### src/rtl/serial_arith_pkg.sv
// Shared types and helpers for the bit-serial adder/subtractor.
package serial_arith_pkg;

  typedef enum logic [1:0] {
    IDLE  = 2'd0,
    SHIFT = 2'd1,
    DONE  = 2'd2
  } state_t;

  localparam logic MODE_ADD = 1'b0;
  localparam logic MODE_SUB = 1'b1;

  function automatic logic majority(input logic x, input logic y, input logic z);
    return (x & y) | (x & z) | (y & z);
  endfunction

endpackage

### src/rtl/serial_fa_cell.sv
// One-bit full adder; B is inverted in subtract mode so A - B = A + ~B + 1.
module serial_fa_cell
  import serial_arith_pkg::*;
(
  input  logic a,
  input  logic b,
  input  logic cin,
  input  logic mode,
  output logic s,
  output logic cout
);

  logic bx;

  assign bx   = b ^ (mode == MODE_SUB);
  assign s    = a ^ bx ^ cin;
  assign cout = majority(a, bx, cin);

endmodule

### src/rtl/serial_addsub.sv
// Bit-serial add/subtract, LSB first, result shifted back into the A register.
module serial_addsub
  import serial_arith_pkg::*;
#(
  parameter int WIDTH = 4
) (
  input  logic             clk,
  input  logic             clear,
  input  logic             start,
  input  logic             mode,
  input  logic             acc,
  input  logic             shift_en,
  input  logic [WIDTH-1:0] a_in,
  input  logic [WIDTH-1:0] b_in,
  output logic [WIDTH-1:0] result,
  output logic [WIDTH-1:0] b_reg,
  output logic             serial_out,
  output logic             carry_out,
  output logic             overflow,
  output logic             busy,
  output logic             done
);

  localparam int CNT_W = $clog2(WIDTH);
  localparam logic [CNT_W-1:0] LAST = CNT_W'(WIDTH - 1);

  state_t           state;
  state_t           state_nxt;
  logic [WIDTH-1:0] a_q;
  logic [WIDTH-1:0] b_q;
  logic             carry;
  logic             mode_reg;
  logic [CNT_W-1:0] count;
  logic             sum_bit;
  logic             carry_nxt;
  logic             accept;
  logic             step;
  logic             last;

  serial_fa_cell u_fa (
    .a    (a_q[0]),
    .b    (b_q[0]),
    .cin  (carry),
    .mode (mode_reg),
    .s    (sum_bit),
    .cout (carry_nxt)
  );

  // Next-state decode plus the per-cycle accept/step/last strobes.
  always_comb begin
    state_nxt  = state;
    accept     = 1'b0;
    step       = 1'b0;
    last       = 1'b0;
    serial_out = 1'b0;
    case (state)
      IDLE, DONE: begin
        if (start) begin
          accept    = 1'b1;
          state_nxt = SHIFT;
        end else begin
          state_nxt = IDLE;
        end
      end
      SHIFT: begin
        if (shift_en) begin
          step       = 1'b1;
          serial_out = sum_bit;
          if (count == LAST) begin
            last      = 1'b1;
            state_nxt = DONE;
          end else begin
            state_nxt = SHIFT;
          end
        end else begin
          state_nxt = SHIFT;
        end
      end
      default: state_nxt = IDLE;
    endcase
  end

  // State, shift registers, carry and result flags.
  always_ff @(posedge clk) begin
    if (clear) begin
      state     <= IDLE;
      a_q       <= '0;
      b_q       <= '0;
      carry     <= 1'b0;
      mode_reg  <= MODE_ADD;
      count     <= '0;
      carry_out <= 1'b0;
      overflow  <= 1'b0;
    end else begin
      state <= state_nxt;
      if (accept) begin
        a_q       <= acc ? a_q : a_in;
        b_q       <= b_in;
        carry     <= mode;
        mode_reg  <= mode;
        count     <= '0;
        carry_out <= 1'b0;
        overflow  <= 1'b0;
      end else if (step) begin
        a_q   <= {sum_bit, a_q[WIDTH-1:1]};
        b_q   <= {b_q[0], b_q[WIDTH-1:1]};
        carry <= carry_nxt;
        count <= count + CNT_W'(1);
        // carry here is the carry into the MSB on the final step
        if (last) begin
          carry_out <= carry_nxt;
          overflow  <= carry ^ carry_nxt;
        end else begin
          carry_out <= carry_out;
          overflow  <= overflow;
        end
      end else begin
        a_q <= a_q;
      end
    end
  end

  assign result = a_q;
  assign b_reg  = b_q;
  assign busy   = (state == SHIFT);
  assign done   = (state == DONE);

endmodule

### config.mk
export PLATFORM = sky130hd
export DESIGN_NAME = serial_addsub
export DESIGN_NICKNAME = d
export VERILOG_FILES = /design/src/rtl/serial_arith_pkg.sv /design/src/rtl/serial_fa_cell.sv /design/src/rtl/serial_addsub.sv
export SDC_FILE = /design/constraint.sdc
export NUM_CORES = 1
export LEC_CHECK = 0
export CAP_MARGIN = 40
export CORE_MARGIN = 5
export CORE_UTILIZATION = 25
export DETAILED_ROUTE_END_ITERATION = 6
export REMOVE_ABC_BUFFERS = 1
export SLEW_MARGIN = 5
export SYNTH_ARGS = -nofsm -noshare
export SYNTH_HDL_FRONTEND = slang
export SYNTH_SLANG_ARGS = --single-unit
### constraint.sdc
create_clock -name clk -period 4.9 [get_ports clk]
set_clock_uncertainty 0.2 [all_clocks]
set_input_delay 0.98 -clock clk [delete_from_list [all_inputs] [get_ports clk]]
set_output_delay 0.98 -clock clk [all_outputs]
set_load 0.05 [all_outputs]
==> out/qor.csv <==
metric;value;unit
run_status;complete, no violations;
grt_antenna_before_repair;0;
die_area;4310;um^2
route.detailed.drc;0;
yosys_reg_bits;16;
worst_skew_pair.late_latency;0.28;ns
layout_common_cells;sky130_fd_sc_hd__clkdlybuf4s50_1 (26), sky130_fd_sc_hd__dfxtp_1 (16), sky130_fd_sc_hd__nand2_1 (15);
netlist_instances;93;
dr_total_vias;726;
design.final.nets;134;
detail_route.wirelength;1910;um
grt_setup_unrepaired;false;
fin_cells;149;
crit_path_start;shift_en;
path_delay_family;buffers and inverters;
critical_path_cell_count;4;
mappedNetlistArea;773;um^2
fin_tns_setup;0;ns
cts_setup_buffers;0;
measured_slew_at_the_worst_slew_check_pin;0.499;ns
yosys.area_share.xor_xnor;3.40;%
switching_power;0.104;mW
synth_cell_types;27;
placement_rows;20;
tritoncts;done;
floorplan.die.width;65.6;um
cell_types_with_the_largest_area_share_after_synthesis;sky130_fd_sc_hd__dfxtp_1 (41%), sky130_fd_sc_hd__nor3_1 (7.8%), sky130_fd_sc_hd__nand2_1 (7.3%), sky130_fd_sc_hd__nor2_1 (4.9%), sky130_fd_sc_hd__a311oi_1 (4.5%);
finalCritPeriodShare;79.0;%
muxShareOfSynthArea;0;%
final-seq-area;320;um^2
synthArstFlopShare;0;%
layout.filler_cells;308;
crit_slowest_cell;sky130_fd_sc_hd__clkdlybuf4s50_1;
finalWorstPathRequiredPeriod;3.87;ns
global_route_wire_length_before_repair;3160;um
floorplan.core_area;3000;um^2
maximum_operating_frequency;0.258;GHz
numClockSinks;16;
insertedDiodeCount;0;
route.antenna.remaining_nets;0;
holdCritStartpoint;overflow;
peakVddDrop;92.3;uV
pin_count_of_the_biggest_net_entering_global_routing;14;
synth-compound-area-share;12.6;%
synth.yosys.seq_area_share;41.4;%
drive_above_1_share;4.31;%
power.share.switching;33.5;%
dp_hpwl;1410;um
wl_per_cell;12.8;um
power-per-cell-area;293;nW/um^2
leakagePower;0.383;nW
report.final.slew_viol_count;0;
setup-violations-final;0;
first_global_vias;700;
cts_root_buf;sky130_fd_sc_hd__clkbuf_4;
slew_headroom;66.6;%
max_cap_violations;0;
tritoncts.num_buffers;3;
synth_top_cell_by_area;sky130_fd_sc_hd__dfxtp_1;
global_route.overflow_total;0;
timing_worst_setup_path_type;in2out;
yosys.area.top_type_share;41.4;%
cts-hold-fix-buffers;0;
arrival;2.69;ns
numPlacedInstances;146;
ys.flop_type;sky130_fd_sc_hd__dfxtp_1;
port-buffer-count;26;
final_common_cell;sky130_fd_sc_hd__clkdlybuf4s50_1;
main_combinational_cell_family_by_area_after_synthesis;simple AND/OR/NAND/NOR gates;
timing.critical_path.required;3.72;ns
total_track_usage;9.51;%
clk_transition_reported_paths;0.09;ns
synth-edff-count;0;
seq_power_share;47.6;%
whs_path_depth;2;
comb_power_share;30.3;%
avgSynthCellArea;8.31;um^2
crit_chain;clkdlybuf4s50_1 > nand3b_1 > nor2_1 > clkdlybuf4s50_1;
drt_first_pass_iters;4;
r2r_cells;4;
timing.critical_path.fanout_max;6;
initial_utilization;25.8;%
min-delay-path-class;reg2reg;
hold_violations;0;
crit_path_max_incr_delay;0.81;ns
drt_iter0_markers;22;
via_per_inst;4.87;
cts_buffer_depth;2;
critical-path-top-cell-by-count;sky130_fd_sc_hd__clkdlybuf4s50_1;
multi_input_comb_area;402;um^2
worst_path_bufs_invs;2;
synth.yosys.warnings;0;
synthSimpleGateAreaFrac;31.7;%
startpoint_type;input pin;
worstSetupEndpointType;output port;
intPower;0.206;mW
cts.repair.resized;0;
top_ports;27;
r2r_start;b_reg[0];
synth_adder_area_share;4.21;%
layout-area-overhead-vs-synth;36.7;%
die_h;65.6;um
gp_congestion;0.769;
power_frac_clock;22.0;%
cts-htree-levels;1;
metrics by stage:
stage | setup WS (ns) | instance area, um^2 | total power [mW] | hold WS [ns] | utilization [%]
finish | 1.03 | 1060 | 0.310 | 0.257 | 35.2
global route | 0.951 | 1060 | 0.329 | 0.302 | 35.2
CTS | 1.01 | 1060 | 0.314 | 0.261 | 35.2
detailed placement | 1.02 | 1030 | 0.245 | 0.248 | 34.5
global placement | 1.04 | 1030 | 0.244 | 0.246 | 34.5
floorplan | 1.76 | 733 | 0.209 | 0.240 | -
final timing paths:
| check | endpoint | slack, ns |
|---|---|---|
| hold reg to reg | overflow | 0.26 |
| setup / recovery | serial_out | 1.03 |
| hold / removal | overflow | 0.26 |
| setup reg to reg | result[3] | 3.18 |
worst register-to-register path: cells and delay by family (launching register included):
family / cells / cell delay (ns)
xor gates and xnor gates: 1 / 0.15
adders and majority gates: 1 / 0.45
DFF: 1 / 0.41
and+or+nand+nor: 1 / 0.17
AOI/OAI and AO/OA: 1 / 0.26
cell families after synthesis:
family,Yosys count
AO/OA/AOI/OAI,15
buffers and inverters,9
AND/OR/NAND/NOR,48
flip-flops,16
adder cells (fa/ha/maj),2
XOR/XNOR,3
synthesized netlist by cell type (all sizes together) (2+ instances only):
cell type and count:
a21oi 4, o21ai 4, buf 5, nor3 12, nand2 15, xnor2 3, nand2b 2, and2b 2
dfxtp 16, inv 3, a311oi 4, nor2 10
area by class of cell:
cell class,instances,share of cell area [%]
Tap cell,33,3.91
Sequential cell,16,30.3
Clock buffer,3,2.13
Multi-Input combinational cell,68,38.0
Timing Repair Buffer,26,24.6
Inverter,3,1.07
power by group through the flow:
stage / logic [mW] / registers [mW] / clock network (mW)
CTS: 0.0949 / 0.148 / 0.0716
floorplan: 0.0368 / 0.172 / 0
global route: 0.102 / 0.149 / 0.0776
global placement: 0.0940 / 0.150 / 0
finish: 0.0941 / 0.148 / 0.0683
detailed placement: 0.0946 / 0.151 / 0
routing by layer:
| layer | vias to the layer above | share of wire (%) | global-route usage [%] |
|---|---|---|---|
| met3 | 2 | 5.8 | 3.25 |
| met2 | 23 | 45 | 15.3 |
| li1 | 366 | - | - |
| met5 | - | 0 | 0 |
| met4 | 0 | 1.0 | 3.89 |
| met1 | 335 | 48 | 11.5 |
Note: power is estimated with default switching activity, not from simulation.
